`src/rtl/vgg_stream_pkg.sv`:
```
// Shared stream definitions for the VGG pipeline: lane count and FIFO pointer sizing.
package vgg_stream_pkg;

  localparam int NUM_LANES = 8;

  // One extra bit beyond the address so full and empty pointers stay distinguishable.
  function automatic int ptr_width(input int depth);
    return $clog2(depth) + 1;
  endfunction

endpackage

```
`src/rtl/channel_fifo_ram.sv`:
```
// Simple dual-port storage for channel_fifo: one write port, registered read port.
module channel_fifo_ram #(
  parameter int WIDTH = 256,
  parameter int DEPTH = 16,
  parameter int AW    = $clog2(DEPTH)
) (
  input  logic             clk,
  input  logic             resetn,
  input  logic             we,
  input  logic [AW-1:0]    waddr,
  input  logic [WIDTH-1:0] wdata,
  input  logic             re,
  input  logic [AW-1:0]    raddr,
  output logic [WIDTH-1:0] rdata
);

  logic [WIDTH-1:0] mem_q [DEPTH];
  logic [WIDTH-1:0] rdata_d, rdata_q;

  always_ff @(posedge clk) begin
    if (we) mem_q[waddr] <= wdata;
  end

  // Output register holds its word until the next accepted read.
  always_comb begin
    rdata_d = rdata_q;
    if (re) rdata_d = mem_q[raddr];
  end

  always_ff @(posedge clk or negedge resetn) begin
    if (!resetn) rdata_q <= '0;
    else         rdata_q <= rdata_d;
  end

  assign rdata = rdata_q;

endmodule

```
`src/rtl/channel_fifo.sv`:
```
// Eight-lane channel FIFO between the stream generator and the line buffer.
// Optional sticky overflow/underflow flags are built when CHANNEL_FIFO_ERR_FLAGS_EN is defined.
module channel_fifo
  import vgg_stream_pkg::*;
#(
  parameter int DWIDTH   = 32,
  parameter int DEPTH    = 16,
  parameter int AFULL_TH = DEPTH - 2
) (
  input  logic                          clk,
  input  logic                          resetn,
  input  logic                          wrreq,
  input  logic [NUM_LANES*DWIDTH-1:0]   wr_data,
  output logic                          full,
  output logic                          almost_full,
  input  logic                          rdreq,
  output logic [NUM_LANES*DWIDTH-1:0]   rd_data,
  output logic                          rd_valid,
  output logic                          empty,
  output logic [ptr_width(DEPTH)-1:0]   usedw
`ifdef CHANNEL_FIFO_ERR_FLAGS_EN
  ,
  input  logic                          err_clr,
  output logic                          overflow,
  output logic                          underflow
`endif
);

  localparam int AW = $clog2(DEPTH);
  localparam int PW = ptr_width(DEPTH);
  localparam int WW = NUM_LANES * DWIDTH;
  localparam logic [PW-1:0] DEPTH_LVL = PW'(DEPTH);
  localparam logic [PW-1:0] AFULL_LVL = PW'(AFULL_TH);

  logic [PW-1:0] wr_ptr_d, wr_ptr_q;
  logic [PW-1:0] rd_ptr_d, rd_ptr_q;
  logic [PW-1:0] usedw_d, usedw_q;
  logic          rd_valid_d, rd_valid_q;
  logic          wr_acc, rd_acc;

  // Flags come only from the registered count, never from this cycle's requests.
  assign full        = (usedw_q == DEPTH_LVL);
  assign empty       = (usedw_q == '0);
  assign almost_full = (usedw_q >= AFULL_LVL);

  assign wr_acc = wrreq & ~full;
  assign rd_acc = rdreq & ~empty;

  always_comb begin
    wr_ptr_d   = wr_ptr_q;
    rd_ptr_d   = rd_ptr_q;
    usedw_d    = usedw_q;
    rd_valid_d = rd_acc;
    if (wr_acc) wr_ptr_d = wr_ptr_q + PW'(1);
    if (rd_acc) rd_ptr_d = rd_ptr_q + PW'(1);
    case ({wr_acc, rd_acc})
      2'b10:   usedw_d = usedw_q + PW'(1);
      2'b01:   usedw_d = usedw_q - PW'(1);
      default: usedw_d = usedw_q;
    endcase
  end

  always_ff @(posedge clk or negedge resetn) begin
    if (!resetn) begin
      wr_ptr_q   <= '0;
      rd_ptr_q   <= '0;
      usedw_q    <= '0;
      rd_valid_q <= 1'b0;
    end else begin
      wr_ptr_q   <= wr_ptr_d;
      rd_ptr_q   <= rd_ptr_d;
      usedw_q    <= usedw_d;
      rd_valid_q <= rd_valid_d;
    end
  end

  channel_fifo_ram #(
    .WIDTH (WW),
    .DEPTH (DEPTH),
    .AW    (AW)
  ) u_ram (
    .clk    (clk),
    .resetn (resetn),
    .we     (wr_acc),
    .waddr  (wr_ptr_q[AW-1:0]),
    .wdata  (wr_data),
    .re     (rd_acc),
    .raddr  (rd_ptr_q[AW-1:0]),
    .rdata  (rd_data)
  );

  assign rd_valid = rd_valid_q;
  assign usedw    = usedw_q;

`ifdef CHANNEL_FIFO_ERR_FLAGS_EN
  logic overflow_d, overflow_q;
  logic underflow_d, underflow_q;

  // Clearing wins over a same-cycle error so software never misses a clear.
  always_comb begin
    overflow_d  = overflow_q;
    underflow_d = underflow_q;
    if (err_clr) begin
      overflow_d  = 1'b0;
      underflow_d = 1'b0;
    end else begin
      if (wrreq && full)  overflow_d  = 1'b1;
      if (rdreq && empty) underflow_d = 1'b1;
    end
  end

  always_ff @(posedge clk or negedge resetn) begin
    if (!resetn) begin
      overflow_q  <= 1'b0;
      underflow_q <= 1'b0;
    end else begin
      overflow_q  <= overflow_d;
      underflow_q <= underflow_d;
    end
  end

  assign overflow  = overflow_q;
  assign underflow = underflow_q;
`endif

endmodule

```
`config.mk`:
```
export PLATFORM = sky130hd
export DESIGN_NAME = channel_fifo
export DESIGN_NICKNAME = d
export VERILOG_FILES = /design/src/rtl/vgg_stream_pkg.sv /design/src/rtl/channel_fifo_ram.sv /design/src/rtl/channel_fifo.sv
export SDC_FILE = /design/constraint.sdc
export NUM_CORES = 2
export LEC_CHECK = 0
export BUFFER_PORTS_ARGS = -buffer_cell sky130_fd_sc_hd__clkbuf_2
export CAP_MARGIN = 10
export CELL_PAD_IN_SITES_DETAIL_PLACEMENT = 0
export CELL_PAD_IN_SITES_GLOBAL_PLACEMENT = 1
export CORE_ASPECT_RATIO = 0.6
export CORE_UTILIZATION = 25
export DETAILED_ROUTE_END_ITERATION = 6
export MAX_ROUTING_LAYER = met4
export PLACE_DENSITY = 0.51
export REMOVE_ABC_BUFFERS = 1
export SLEW_MARGIN = 20
export SYNTH_ARGS = -nofsm -noshare
export SYNTH_HDL_FRONTEND = slang
export SYNTH_HIERARCHICAL = 1
export SYNTH_SLANG_ARGS = --single-unit
```
`constraint.sdc`:
```
create_clock -name clk -period 50.9 [get_ports clk]
set_input_delay 10.18 -clock clk [delete_from_list [all_inputs] [get_ports clk]]
set_output_delay 10.18 -clock clk [all_outputs]
set_load 0.05 [all_outputs]
```
# Yosys cells after proc, flatten, opt, wreduce, memory -nomap -nowiden

Memory sizes are Yosys's and may differ from the RTL's. A register that Yosys moved wholly into a read port is not among the register bits.
Cells that the tools add are included.

Magnitude comparators: 1
$mul: 0
Shift-type cells: 0
Eq/ne operators: 3
Reduce and logical (&&, ||, !) cells: 3
Mux-type cells: 3
Add/sub/neg operators: 4
Divide/modulo/power cells: 0
Bitwise logic cells: 4

Operator list:

| cell                                                                  | count |
|---|---|
| 5-bit by 1-bit adder with 5-bit output, second input constant         | 3 |
| 5-bit one-hot mux with 2 select lines                                 | 1 |
| 5-bit == test, second input constant                                  | 1 |
| 5-bit by 4-bit >= comparator with 1-bit output, second input constant | 1 |
| 5-bit zero test                                                       | 1 |
| 5-bit by 1-bit subtractor with 5-bit output, second input constant    | 1 |
| 1-bit bitwise AND                                                     | 2 |
| 2-bit by 1-bit == test with 1-bit output, second input constant       | 1 |
| 2-bit == test, second input constant                                  | 1 |
| 1-bit 2-to-1 mux                                                      | 2 |
| 1-bit NOT                                                             | 2 |
| 2-bit nonzero test                                                    | 1 |
| 1-bit zero test                                                       | 1 |

Memories kept: 1
Flip-flop bits (word level): 16
Word-level logic and storage cells: 23
Output and inout bits: 265
Memory bits (writable): 4,096
ROM bits: 0
Bits in latches: 0

Memories:

| name        | depth | width | read ports | clocked after memory_dff | wr ports | line                   | source |
|---|---|---|---|---|---|---|---|
| u_ram.mem_q | 16    | 256   | 1          | 1                        | 1        | channel_fifo_ram.sv:17 | `logic [WIDTH-1:0] mem_q [DEPTH];` |

# Depth between registers and ports, before layout

Depth after elaboration: 5
Gate-level depth with buffers: 9
Depth with buffers taken out: 8

# Cells and area by module

The synthesis kept the hierarchy.

Modules (own cells, without submodules):

| module           | instances | area an instance (um^2) | cells each |
|---|---|---|---|
| channel_fifo_ram | 1         | 162,773.6               | 7,654 |
| channel_fifo     | 1         | 827.0                   | 73 |

# Worst setup path before layout

Ideal clock, no wire load.

Path type: input to register
Start: input wrreq
End: memory u_ram.mem_q[0][0], enable pin
Slack: 21.411 ns
Library setup time: 1.186 ns
Data arrival time: 28.303 ns
Stages on the path: 3
Path buffers: 0
Cell sequence: a21boi_1 > or3b_2 > nor3_1

Longest elaborated chain between the ends: 3

Ends and longest elaborated chain:

| element                                | line                   | source |
|---|---|---|
| from (decl)                            | channel_fifo.sv:12     | `input logic wrreq,` |
| 1-bit bitwise AND                      | channel_fifo.sv:46     | `assign wr_acc = wrreq & ~full;` |
| 1-bit 2-to-1 mux                       | channel_fifo_ram.sv:21 | `if (we) mem_q[waddr] <= wdata;` |
| 1-bit 2-to-1 mux (implied by the code) | channel_fifo_ram.sv:21 |  |
| to (decl)                              | channel_fifo_ram.sv:17 |  |

No other way between the ends.

# Worst setup path in the final report

Start: input wrreq
End: memory u_ram.mem_q[12][238], enable pin

Longest elaborated chain between the ends: 3

Ends and longest elaborated chain:

| element                                | line                   | source |
|---|---|---|
| 1-bit bitwise AND                      | channel_fifo.sv:46     |  |
| via wr_acc                             | channel_fifo.sv:39     | `logic wr_acc, rd_acc;` |
| 1-bit 2-to-1 mux                       | channel_fifo_ram.sv:21 |  |
| 1-bit 2-to-1 mux (implied by the code) | channel_fifo_ram.sv:21 |  |

The timed path passes the listed nets, and every way through them passes these cells.

==> impl_metrics.json <==
{
  "status": "complete, no violations",
  "r2r-end": "u_ram/rdata[81]",
  "dpl.hpwl_mm": 267,
  "ios": 525,
  "insertion_delay_ps": 940,
  "clockBufferDepth": 4,
  "topRoutingLayerUsed": "met4",
  "multi_input_area_mm2": 0.0318,
  "start_kind": "input port",
  "dieWidth_mm": 1.05,
  "max_cap_violations": 0,
  "synth_enable_flop_cells": 4096,
  "ir_drop_mv": 0.0477,
  "rsz0062_at_grt": "no",
  "crit_family": "buffers and inverters",
  "r2r_cells": 9,
  "grt_max_degree": 116,
  "cts_inserted_buffers": 414,
  "p_per_area_mw_per_mm2": 58.0,
  "fmaxAchievable_mhz": 70.7,
  "critPathCaptureType": "flop",
  "path_max_fanout": 97,
  "chipHeight_um": 629,
  "yosys_warnings": 6,
  "slew_viol_final": 0,
  "cts_tree": "yes",
  "wl_met1_mm": 208,
  "first_pass_iters": 5,
  "vias_per_cell": 4.55,
  "first_global_vias": 81700,
  "hp-class": "reg -> reg",
  "vias": 79500,
  "nets": 8666,
  "avgSynthCellArea_um2": 21.2,
  "total_power_w": 0.0110,
  "drtIter0Drc": 6499,
  "reg2reg_slack_ps": 43590,
  "std_cell_rows": 229,
  "ys_seq_area_share_pct": 79.3,
  "register_area_mm2": 0.130,
  "cts-hold-fix-buffers": 0,
  "cp.arrival_ps": 14650,
  "worstSetupPathType": "in -> reg",
  "post-cts-setup-buffer-count": 0,
  "crit_required_ps": 51420,
  "layout-drive-gt1-share_pct": 21.2,
  "cts_htree_levels": 5,
  "wl_met3_mm": 28.4,
  "wl_per_cell_um": 25.4,
  "cellLeakagePower_nw": 62.3,
  "yosysTopAreaCell": "edfxtp_1",
  "cts_sinks": 4366,
  "slew_headroom_pct": 23.3,
  "worstReg2RegStart": "rd_ptr_q[0]",
  "cts_resized": 0,
  "synth.area.top_cells": "edfxtp_1, mux2i_1, mux4_2",
  "hold_viol_final": 0,
  "cts_root_buffer": "clkbuf_16",
  "critPathBufInv": 6,
  "async_flop_share_pct": 6.18,
  "drcViolationCount": 0,
  "grt_first_pass_wirelength_mm": 628,
  "fillers": 63100,
  "crit_top_cell": "buf_4",
  "cp_slowest_cell": "buf_4",
  "finalCritPeriodShare_pct": 27.8,
  "synth_flop_cell": "edfxtp_1",
  "ant_nets": 0,
  "path_clk_slew_ps": 60,
  "slowest_delay_ps": 800,
  "period_minus_slack_ps": 14140,
  "fin_skew_ps": 63.7,
  "die-area_mm2": 0.658,
  "wl_mm": 445,
  "grt_overflow_total": 0,
  "syn_area_mm2": 0.164,
  "tns_ps": 0,
  "start_util_pct": 25.2,
  "routed-wl-met2_mm": 199,
  "hold_path_end": "u_ram/rdata[214]",
  "setup_viol": 0,
  "gp_congestion": 0.740,
  "finalCoreUtilization_pct": 29.3,
  "most-common-layout-cells": "edfxtp_1, mux2i_1, clkbuf_2",
  "area_delta_synth_final_pct": 16.4,
  "min_from": "u_ram/rdata[214]",
  "syn_inst": 7727,
  "antenna_found_initial": 103,
  "yosys.cell_types.count": 45,
  "yosys.area.top_type_share_pct": 75.2,
  "tightest_slew_ps": 1150,
  "grt_util_all_layers_pct": 13.4,
  "yosys_register_bits": 4366,
  "core_region_area_mm2": 0.650,
  "hold_path_depth": 2,
  "layout_commonest_cell": "edfxtp_1",
  "path_cells": "clkbuf_2, a21boi_1, buf_4, nand3_1, nor3_2, buf_12, buf_4, buf_4, buf_4",
  "port_buffers": 524
}
## routing by layer
metal  global-route usage (%)  up-vias
met3                     2.76      587
met5                        -        -
met1                     19.0    42800
li1                         -    33900
met4                     2.74        0
met2                     20.0     2155
## report_power, final
group          total, W  internal, W  leakage [nW]  switching, W
Clock           0.00310      0.00172          6.60       0.00138
Sequential      0.00466      0.00441          40.0      0.000255
Combinational   0.00329      0.00111          15.6       0.00218
## sequential cells by signal (all words and copies together), names as in the netlist
register,cells
rd_valid,1
u_ram/mem_q,4096
usedw,5
rd_ptr_q,4
wr_ptr_q,4
u_ram/rdata,256
## kinds of logic after synthesis
logic type                 Yosys count  synth area share [%]
AOI/OAI and AO/OA                 1040                  4.18
xor gates and xnor gates             8                0.0428
adders and majority gates            7                0.0581
buffers and inverters              461                  1.32
DFF                               4366                  79.3
muxes                             1796                  14.9
and+or+nand+nor                     49                 0.172
## tightest hold or removal path, delay by kind of cell (launching register included)
family	cells	cell delay [ps]
DFF	1	350
AOI/OAI and AO/OA	2	190
## synth_stat cells, types with 3 or more instances
cell and count:
buf_1 33, dfrtp_1 270, buf_2 184, nand3_1 4, inv_1 4, nor3b_1 5
edfxtp_1 4096, mux2i_1 1280, nor2_1 13, nand2b_1 5, buf_4 45, mux4_2 512
o22ai_1 512, a21oi_1 262, buf_6 5, xor2_1 3, ha_1 6, nor3_1 4
nand2_1 5, xnor2_1 5, clkbuf_1 190, o32ai_1 256
## per-stage QoR
stage / hold slack, ps / worst slack, ps / cell area (µm²) / std cells
floorplan: 489 / -2990 / 161000 / 7270
global placement: 556 / 35870 / 177000 / 16600
detailed placement: 573 / 35780 / 177000 / 16600
global route: 620 / 36560 / 190000 / 17500
CTS: 590 / 36780 / 190000 / 17400
finish: 591 / 36760 / 191000 / 17500
## worst max-delay path by stage
stage                     start                   end  slack, ps  cells past startpoint
floorplan           rd_ptr_q[0]        u_ram/rdata[0]      -2990                      3
global placement          wrreq  u_ram/mem_q[12][238]      35870                      9
detailed placement        wrreq  u_ram/mem_q[12][157]      35780                      9
CTS                       wrreq  u_ram/mem_q[12][128]      36780                      9
global route              wrreq  u_ram/mem_q[12][128]      36560                      9
finish                    wrreq  u_ram/mem_q[12][238]      36760                      9
## final cells by class
cell class	instances	share of cell area (%)
Tap cell	8662	5.69
Antenna cell	65	0.0854
Inverter	4	0.0118
Sequential cell	4366	68.1
Clock inverter	216	1.22
Timing Repair Buffer	713	2.27
Clock buffer	559	5.90
Multi-Input combinational cell	2900	16.7
(Power assumes the default switching activity.)
